[src/rtl/uart_console_fifo.sv]
// Receive-side console byte FIFO with show-ahead valid/ready output and a stored-line counter.
// Optional build macro UART_CONSOLE_CR_STRIP_EN discards carriage-return bytes on entry.
module uart_console_fifo #(
    parameter int unsigned AW     = 6,
    parameter logic [7:0]  EOL    = 8'h0A,
    parameter int unsigned DROP_W = 16
) (
    input  logic              sys_clk_i,
    input  logic              sys_rst_i,
    input  logic [7:0]        rx_data_i,
    input  logic              rx_done_i,
    output logic [7:0]        data_o,
    output logic              valid_o,
    input  logic              ready_i,
    output logic [AW:0]       level_o,
    output logic [AW:0]       line_cnt_o,
    output logic              line_ready_o,
    output logic              overflow_o,
    output logic [DROP_W-1:0] drop_cnt_o,
    input  logic              clr_i
);

    localparam int unsigned DEPTH    = 1 << AW;
    localparam logic [AW:0] LVL_FULL = (AW+1)'(DEPTH);

    logic [7:0]        mem [DEPTH];
    logic [AW-1:0]     head_q;
    logic [AW-1:0]     tail_q;
    logic [AW:0]       level_q;
    logic [AW:0]       line_q;
    logic              valid_q;
    logic              line_rdy_q;
    logic              ovf_q;
    logic [DROP_W-1:0] drop_q;

    logic              is_cr_c;
    logic              full_c;
    logic              wr_c;
    logic              drop_c;
    logic              rd_c;
    logic [7:0]        head_byte_c;
    logic              wr_eol_c;
    logic              rd_eol_c;
    logic [AW:0]       level_n_c;
    logic [AW:0]       line_n_c;

    // Accept/drop/read decisions; fullness is judged on the pre-cycle level.
    always_comb begin
        is_cr_c     = 1'b0;
`ifdef UART_CONSOLE_CR_STRIP_EN
        is_cr_c     = (rx_data_i == 8'h0D);
`endif
        full_c      = (level_q == LVL_FULL);
        wr_c        = rx_done_i && !is_cr_c && !full_c;
        drop_c      = rx_done_i && !is_cr_c && full_c;
        rd_c        = valid_q && ready_i;
        head_byte_c = mem[head_q];
        wr_eol_c    = wr_c && (rx_data_i == EOL);
        rd_eol_c    = rd_c && (head_byte_c == EOL);

        level_n_c = level_q;
        if (wr_c && !rd_c) begin
            level_n_c = level_q + (AW+1)'(1);
        end else if (rd_c && !wr_c) begin
            level_n_c = level_q - (AW+1)'(1);
        end

        line_n_c = line_q;
        if (wr_eol_c && !rd_eol_c) begin
            line_n_c = line_q + (AW+1)'(1);
        end else if (rd_eol_c && !wr_eol_c) begin
            line_n_c = line_q - (AW+1)'(1);
        end
    end

    // Storage array; no reset needed since contents are only visible through level.
    always_ff @(posedge sys_clk_i) begin
        if (wr_c && !sys_rst_i) begin
            mem[tail_q] <= rx_data_i;
        end
    end

    always_ff @(posedge sys_clk_i) begin
        if (sys_rst_i) begin
            head_q     <= '0;
            tail_q     <= '0;
            level_q    <= '0;
            line_q     <= '0;
            valid_q    <= 1'b0;
            line_rdy_q <= 1'b0;
        end else begin
            if (rd_c) begin
                head_q <= head_q + AW'(1);
            end
            if (wr_c) begin
                tail_q <= tail_q + AW'(1);
            end
            level_q    <= level_n_c;
            line_q     <= line_n_c;
            valid_q    <= (level_n_c != '0);
            line_rdy_q <= (line_n_c != '0);
        end
    end

    // Drop tracking: a drop coinciding with clear restarts the count at one.
    always_ff @(posedge sys_clk_i) begin
        if (sys_rst_i) begin
            ovf_q  <= 1'b0;
            drop_q <= '0;
        end else if (drop_c) begin
            ovf_q <= 1'b1;
            if (clr_i) begin
                drop_q <= DROP_W'(1);
            end else if (!(&drop_q)) begin
                drop_q <= drop_q + DROP_W'(1);
            end
        end else if (clr_i) begin
            ovf_q  <= 1'b0;
            drop_q <= '0;
        end
    end

    assign data_o       = head_byte_c;
    assign valid_o      = valid_q;
    assign level_o      = level_q;
    assign line_cnt_o   = line_q;
    assign line_ready_o = line_rdy_q;
    assign overflow_o   = ovf_q;
    assign drop_cnt_o   = drop_q;

endmodule

[config.mk]
export PLATFORM = sky130hd
export DESIGN_NAME = uart_console_fifo
export DESIGN_NICKNAME = d
export VERILOG_FILES = /design/src/rtl/uart_console_fifo.sv
export SDC_FILE = /design/constraint.sdc
export NUM_CORES = 1
export LEC_CHECK = 0
export BUFFER_PORTS_ARGS = -buffer_cell sky130_fd_sc_hd__buf_4
export CAP_MARGIN = 25
export CORE_MARGIN = 5
export CORE_UTILIZATION = 54
export CTS_BUF_LIST = sky130_fd_sc_hd__clkbuf_16
export CTS_CLUSTER_DIAMETER = 200
export CTS_CLUSTER_SIZE = 8
export DETAILED_ROUTE_END_ITERATION = 6
export PLACE_DENSITY = 0.66
export SYNTH_ARGS = -nofsm -noshare
export SYNTH_HDL_FRONTEND = slang
export SYNTH_SLANG_ARGS = --single-unit
[constraint.sdc]
create_clock -name sys_clk_i -period 5.35 [get_ports sys_clk_i]
set_input_delay 0 -clock sys_clk_i [delete_from_list [all_inputs] [get_ports sys_clk_i]]
set_output_delay 0 -clock sys_clk_i [all_outputs]
set_load 0.01 [all_outputs]
Word level (Yosys, flattened, before mapping)
Memories as Yosys holds them, arrays and structs flattened. A register that Yosys moved wholly into a read port is not among the register bits.
Cells that the tools add are included.
{"block": "op_classes", "muxes": 14, "n_addsub": 7, "eq_ne": 4, "reduce_logical": 21}
{"cell": "16-bit two-way mux", "count": 4}
{"cell": "7-bit two-way mux", "count": 4}
{"cell": "16-bit by 1-bit adder with 16-bit output (second input constant)", "count": 1}
{"cell": "8-bit by 4-bit == test with 1-bit output (second input constant)", "count": 2}
{"cell": "16-bit AND reduction", "count": 1}
{"cell": "7-bit by 1-bit adder with 7-bit output (second input constant)", "count": 2}
{"cell": "7-bit nonzero test", "count": 2}
{"cell": "7-bit by 1-bit subtractor with 7-bit output (second input constant)", "count": 2}
{"cell": "6-bit by 1-bit adder with 6-bit output (second input constant)", "count": 2}
{"cell": "6-bit two-way mux", "count": 2}
{"cell": "1-bit logical AND", "count": 10}
{"cell": "7-bit == test (second input constant)", "count": 1}
{"cell": "1-bit zero test", "count": 6}
{"cell": "1-bit two-way mux", "count": 4}
{"cell": "2-bit inequality test (second input constant)", "count": 1}
{"cell": "2-bit AND reduction", "count": 1}
{"cell": "2-bit nonzero test", "count": 1}
{"block": "word_totals", "memories": 1, "register_bits": 45, "out_inout_bits": 41, "ramBits": 512}
{"name": "mem", "depth": 64, "width": 8, "read_ports": 1, "rd_ports_with_merged_regs": 1, "wr": 1, "line": "26", "source": "logic [7:0] mem [DEPTH];"}

Longest topological paths before layout
Gate-level depths: netlist of run 1.
{"block": "logic_depth", "word_depth": 9, "ltp_mapped": 14, "mapped_depth_nobuf": 11}

Worst setup path after synthesis of run 1
No wires, ideal clock.
{"block": "synth_timing", "kind": "register -> register", "from": "reg (tool-made name)", "to": "reg line_rdy_q, in the netlist line_ready_o", "required_ps": 5213, "arrival_ps": 3055, "setup_slack_ps": 2158, "period_less_slack_ps": 3192, "setup_time_ps": 137, "stages_incl_launch_ff": 15, "path_cell_list": "dfxtp_1 > buf_6 > buf_6 > buf_6 > buf_6 > mux4_2 > nand2_1 > nand3_1 > nand3_1 > o41ai_1 > or4b_4 > nor4_2 > o21ai_1 > a22oi_2 > a41oi_2"}
{"item": "end signal, assigned", "line": "101", "source": "line_rdy_q <= (line_n_c != '0);"}
{"item": "end, declared", "line": "32", "source": "logic line_rdy_q;"}

==> reports/metrics.cfg, run 1 <==
[global_routing]
grt_util_met2 = 0.345
grt.met1_usage = 0.317
grt_pass1_vias = 12341
met3_usage = 0.0577
grtUsageTotal = 0.225
grt_pass1_wl_um = 77800
gr-total-overflow = 0
antenna_found_initial = 0
busiest_layer = met2
grt_max_degree = 66

[synth]
synth_area_um2 = 22500
yosys-top-cells-count = edfxtp_1 (512), mux4_2 (126), nor2_1 (122), dfxtp_1 (51), nand2_1 (45)
yosysWarningCount = 0
synth_seq_cells = 563
synth_most_common_cell = edfxtp_1
async_flop_share = 0
yosys.cell_types.count = 53
synth_seq_area_share = 0.730
yosys.area.top_type = edfxtp_1
synth_top_area_share = 0.685
synthTopCellsByArea = edfxtp_1 (68%), mux4_2 (13%), dfxtp_1 (4.5%)
synth_edf_count = 512
synth_ff_type = edfxtp_1
syn_inst = 1225
syn_area_per_cell_um2 = 18.3
syn_nets = 1246

[setup_path]
crit_path_top_delay_cell = dfxtp_4
crit_top_cell = mux2i_1
max_stage_delay_ns = 0.94
cp_max_fo = 60
cp_top_family = compound AO/OA/AOI/OAI gates
criticalPathCategory = flip-flop to flip-flop
critPathLaunchType = flip-flop
crit_arrival_ns = 4.82
cp.required_ns = 5.81
cp_cell_sequence = buf_4 -> mux4_2 -> mux2i_1 -> mux2i_1 -> o21ai_0 -> o21ai_1 -> nor4b_2 -> a21oi_1 -> or3_1 -> a22oi_2 -> a41oi_2
cp.buffers_inverters = 1
endpoint_kind = flip-flop

[clocking]
htreeDepth = 3
clk_latency_ns = 0.59
postCtsResizedCells = 0
cts_hold_repair.buffers = 11
clockBufferDepth = 3
postCtsSetupBuffers = 0
cts_inserted_buffers = 80
tritoncts = built
clock-sinks = 563
cts_root_buf = clkbuf_16
clkTransAtPathRegs_ns = 0.05

[timing]
finalSetupTns_ns = 0
rsz0062_at_grt = no
setup_viol = 0
skew_ns = 0.0205
whs_ns = -0.00657
finalCritPeriodShare = 0.815
layout_min_cycle_time_ns = 4.36
max_slew.worst_pin.slew_ns = 0.985
fmax_ghz = 0.229
hold_viol = 8
slew_violations = 0
maxSlewHeadroom = 0.341

[finish]
nFillCells = 2890
final_nets = 1350
diodes = 0
fin_cells = 1886
area_delta_synth_final_pct = 14.3
layout-drive-gt1-share = 0.227
multi_input_area_um2 = 5680
seq_area_um2 = 16400

[drt]
drc = 0
avgRoutedWirePerCell_um = 27.4
antenna_left = 0
drt_first_pass_iters = 5
routed_wl_um = 51700
vias = 11854
first_iter_violations = 1284
vias_per_cell = 6.29

[place]
dp_cells = 1768
io_buffers = 53
gp_congestion = 0.847
dp_hpwl_um = 31300

[power_and_ir_drop]
peakVddDrop_mv = 0.261
leakagePower_nw = 8.14
powerDensity_nw_per_um2 = 394
p_total_w = 0.0101

[min_path]
hp-class = primary input to flip-flop

[floorplanning]
die_area_um2 = 45800
dieWidth_um = 214
std_cell_rows = 74
coreArea_um2 = 41000
start_util = 0.548
die_height_um = 214
boundaryPins = 54

[run_status]
outcome = complete, but fails checks
failed_checks = negative hold slack

[flow_run]
maxCapViolCount = 0

## registers in the layout, indices dropped and copies added, names as in the netlist, named ones only
| signal | cells |
|---|---|
| drop_cnt_o | 16 |
| head_q | 6 |
| level_o | 7 |
| line_cnt_o | 7 |
| line_ready_o | 1 |
| mem | 512 |
| overflow_o | 1 |
| tail_q | 6 |
| valid_o | 1 |
## cells by family after synthesis
kind of cell,count (synthesis),synth area share
AOI/OAI and AO/OA,101,0.0304
xor gates and xnor gates,24,0.00936
adders and majority gates,8,0.00446
buffers and inverters,73,0.0173
DFF,563,0.730
muxes,174,0.148
and+or+nand+nor,282,0.0603
## final cells by class
class | instances | share of cell area
sequential | 563 | 0.639
multi-input combinational | 589 | 0.221
clock buffer | 83 | 0.0809
timing repair buffer | 83 | 0.0268
tap | 532 | 0.0259
clock inverter | 24 | 0.00424
inverter | 12 | 0.00175
## worst register-to-register path: stages (launching register included)
cell     delay, ns
dfxtp_4       0.94
buf_4         0.40
mux4_2        0.31
mux2i_1       0.25
mux2i_1       0.12
o21ai_0       0.39
o21ai_1       0.25
nor4b_2       0.72
a21oi_1       0.18
or3_1         0.38
a22oi_2       0.18
a41oi_2       0.12
## metal layers
metal  wire [µm]  vias up
met4        1840        0
met5           0        -
met2       24100      507
met1       21300     6087
met3        4460      129
li1            -     5131
## power breakdown
group          total (W)  leakage [nW]  switching, W  internal, W
Sequential       0.00489          5.02     0.0000588      0.00484
Combinational   0.000806          1.98      0.000442     0.000364
Clock            0.00442          1.14       0.00170      0.00272
Total             0.0101          8.14       0.00220      0.00792
## stage by stage
stage / setup slack, ns / utilization / area (µm²)
6_report: 0.991 / 0.626 / 25700
5_1_grt: 0.643 / 0.626 / 25700
4_1_cts: 0.950 / 0.626 / 25700
3_5_place_dp: 0.956 / 0.570 / 23400
3_3_place_gp: 1.02 / 0.570 / 23400
2_1_floorplan: 2.16 / - / 22500
## final timing paths
| kind | start | to | slack, ns | depth (start not counted) |
|---|---|---|---|---|
| setup reg to reg | flip-flop | line_ready_o | 0.99 | 11 |
| hold / removal | rx_data_i[4] | mem[48][4] | -0.007 | 1 |
| setup / recovery | flip-flop | line_ready_o | 0.99 | 11 |
| hold reg to reg | head_q[1] | flip-flop | 0.52 | 2 |
## cells in the final DEF, fill, tap and decap left out, drive strengths merged, types with 5 or more instances in the layout
cell           n
a22oi         10
or3            7
dfxtp         51
a221oi        12
edfxtp       512
ha             8
dlygate4sd3   11
a31oi          6
inv           35
clkbuf        83
mux4         126
nand3         28
o221ai         6
mux2i         40
nor3          15
a21oi         21
mux2           8
xnor2         10
o21ai         23
nand4         12
xor2          14
nor2b          7
and2           7
a211oi         7
nand2         45
o22ai          5
and3           8
buf           72
nor2         122
nand3b         6
No activity file was read; power rests on OpenSTA's default activity.
==> run 2: changes to the inputs <==
==> constraint.sdc (replaced) <==
create_clock -name sys_clk_i -period 4.29 [get_ports sys_clk_i]
set_input_delay 0 -clock sys_clk_i [delete_from_list [all_inputs] [get_ports sys_clk_i]]
set_output_delay 0 -clock sys_clk_i [all_outputs]
set_load 0.01 [all_outputs]
==> reports/metrics.cfg, run 2 (synthesized netlist as in run 1, its figures left out) <==
[drt]
drt_first_pass_iters = 5
vias_per_cell = 6.27
first_iter_violations = 1399
antenna_left = 0
vias = 12123
routed_wl_um = 53400
avgRoutedWirePerCell_um = 27.7
drc = 0

[global_routing]
grt_pass1_wl_um = 80700
grtUsageTotal = 0.234
grt_max_degree = 66
grt_pass1_vias = 12493
gr-total-overflow = 0
antenna_found_initial = 0

[finish]
nFillCells = 2825
layout_commonest_cell = edfxtp_1
final_cell_mix = edfxtp_1 (512), mux4_2 (126), nor2_1 (122), buf_4 (119), clkbuf_16 (84)
max_flop_register = mem
final_nets = 1402
area_delta_synth_final_pct = 16.4
diodes = 0
layout-drive-gt1-share = 0.259
largest_reg_flops = 512
fin_cells = 1933
final_util = 0.637

[setup_path]
r2r_slack_ns = 0.30
max_stage_delay_ns = 0.72
endpoint_kind = flip-flop
reg2regPathDepth = 12
cp.buffers_inverters = 2
cp_top_family = simple AND/OR/NAND/NOR gates
cp.required_ns = 4.74
crit_arrival_ns = 4.45
r2r_end = line_ready_o
crit_path_top_delay_cell = or4_1
critPathLaunchType = flip-flop
criticalPathCategory = flip-flop to flip-flop
cp_max_fo = 16
cp_cell_sequence = buf_12 -> buf_4 -> mux4_2 -> mux2i_1 -> mux2i_1 -> o221ai_1 -> nand2_1 -> or4_1 -> nor3_1 -> o21ai_0 -> a21oi_1 -> a41oi_2
crit_top_cell = mux2i_1

[clocking]
htreeDepth = 3
cts_root_buf = clkbuf_16
clk_latency_ns = 0.59
tritoncts = built
clkTransAtPathRegs_ns = 0.05
cts_inserted_buffers = 80
clock-sinks = 563
clockBufferDepth = 3
postCtsSetupBuffers = 0

[floorplanning]
dieWidth_um = 214
coreArea_um2 = 41000
start_util = 0.548
die_height_um = 214
boundaryPins = 54
die_area_um2 = 45800
std_cell_rows = 74

[power_and_ir_drop]
leakagePower_nw = 8.42
powerDensity_nw_per_um2 = 487
peakVddDrop_mv = 0.268

[timing]
finalSetupTns_ns = 0
layout_min_cycle_time_ns = 3.99
hold_viol = 0
setup_viol = 0
fmax_ghz = 0.250
maxSlewHeadroom = 0.329
rsz0062_at_grt = no
slew_violations = 0
finalCritPeriodShare = 0.931
skew_ns = 0.0176
max_slew.worst_pin.slew_ns = 1.00

[place]
gp_congestion = 0.848
dp_cells = 1823
dp_hpwl_um = 33300
io_buffers = 53

[min_path]
hold_depth = 1
hp-class = primary input to flip-flop
hold_start = rx_data_i[5]
min_to = mem[0][5]

[run_status]
outcome = completed

[flow_run]
maxCapViolCount = 0

-- run 2: worst max path at each step --
stage	from	to	slack (ns)	cells past startpoint
floorplan	flip-flop	line_ready_o	1.10	14
global placement	flip-flop	line_ready_o	0.23	12
detailed placement	flip-flop	line_ready_o	0.19	12
CTS	flip-flop	line_ready_o	0.17	12
global route	flip-flop	line_ready_o	0.05	12
finish	flip-flop	line_ready_o	0.30	12
-- run 2: per-stage QoR --
step / setup WS (ns) / cell area, µm² / total power [W] / hold slack, ns
finish: 0.296 / 26100 / 0.0127 / 0.0118
global route: 0.0470 / 26100 / 0.0132 / 0.0140
CTS: 0.173 / 26100 / 0.0128 / 0.00215
detailed placement: 0.186 / 23900 / 0.00728 / 0.303
global placement: 0.231 / 23800 / 0.00726 / 0.300
floorplan: 1.10 / 22500 / 0.00686 / 0.0989
-- run 2: power by group --
part | internal (W) | switching, W
Clock | 0.00343 | 0.00213
Sequential | 0.00603 | 0.0000631
Combinational | 0.000500 | 0.000577
Total | 0.00996 | 0.00277
-- run 2: what timing repair did --
| item | CTS | global route |
|---|---|---|
| endpoints found under the setup margin | 0 | 1 |
| hold endpoints to repair | 91 | 0 |
| hold buffers | 8 | 0 |
| resized for setup | 0 | 1 |
-- run 2: layout make-up --
cell class	instances	area (µm²)	area share
Clock inverter	18	88.8	0.00340
Timing Repair Buffer	135	1130	0.0434
Inverter	12	45.0	0.00172
Tap cell	532	666	0.0255
Clock buffer	84	2100	0.0804
Multi-Input combinational cell	589	5690	0.218
Sequential cell	563	16400	0.628
-- run 2: metal layers --
metal | vias up | wire (µm) | track usage
met2 | 515 | 25500 | 0.366
met1 | 6254 | 22200 | 0.337
li1 | 5233 | - | -
met3 | 121 | 4120 | 0.0505
met5 | - | 0 | 0
met4 | 0 | 1620 | 0.0728
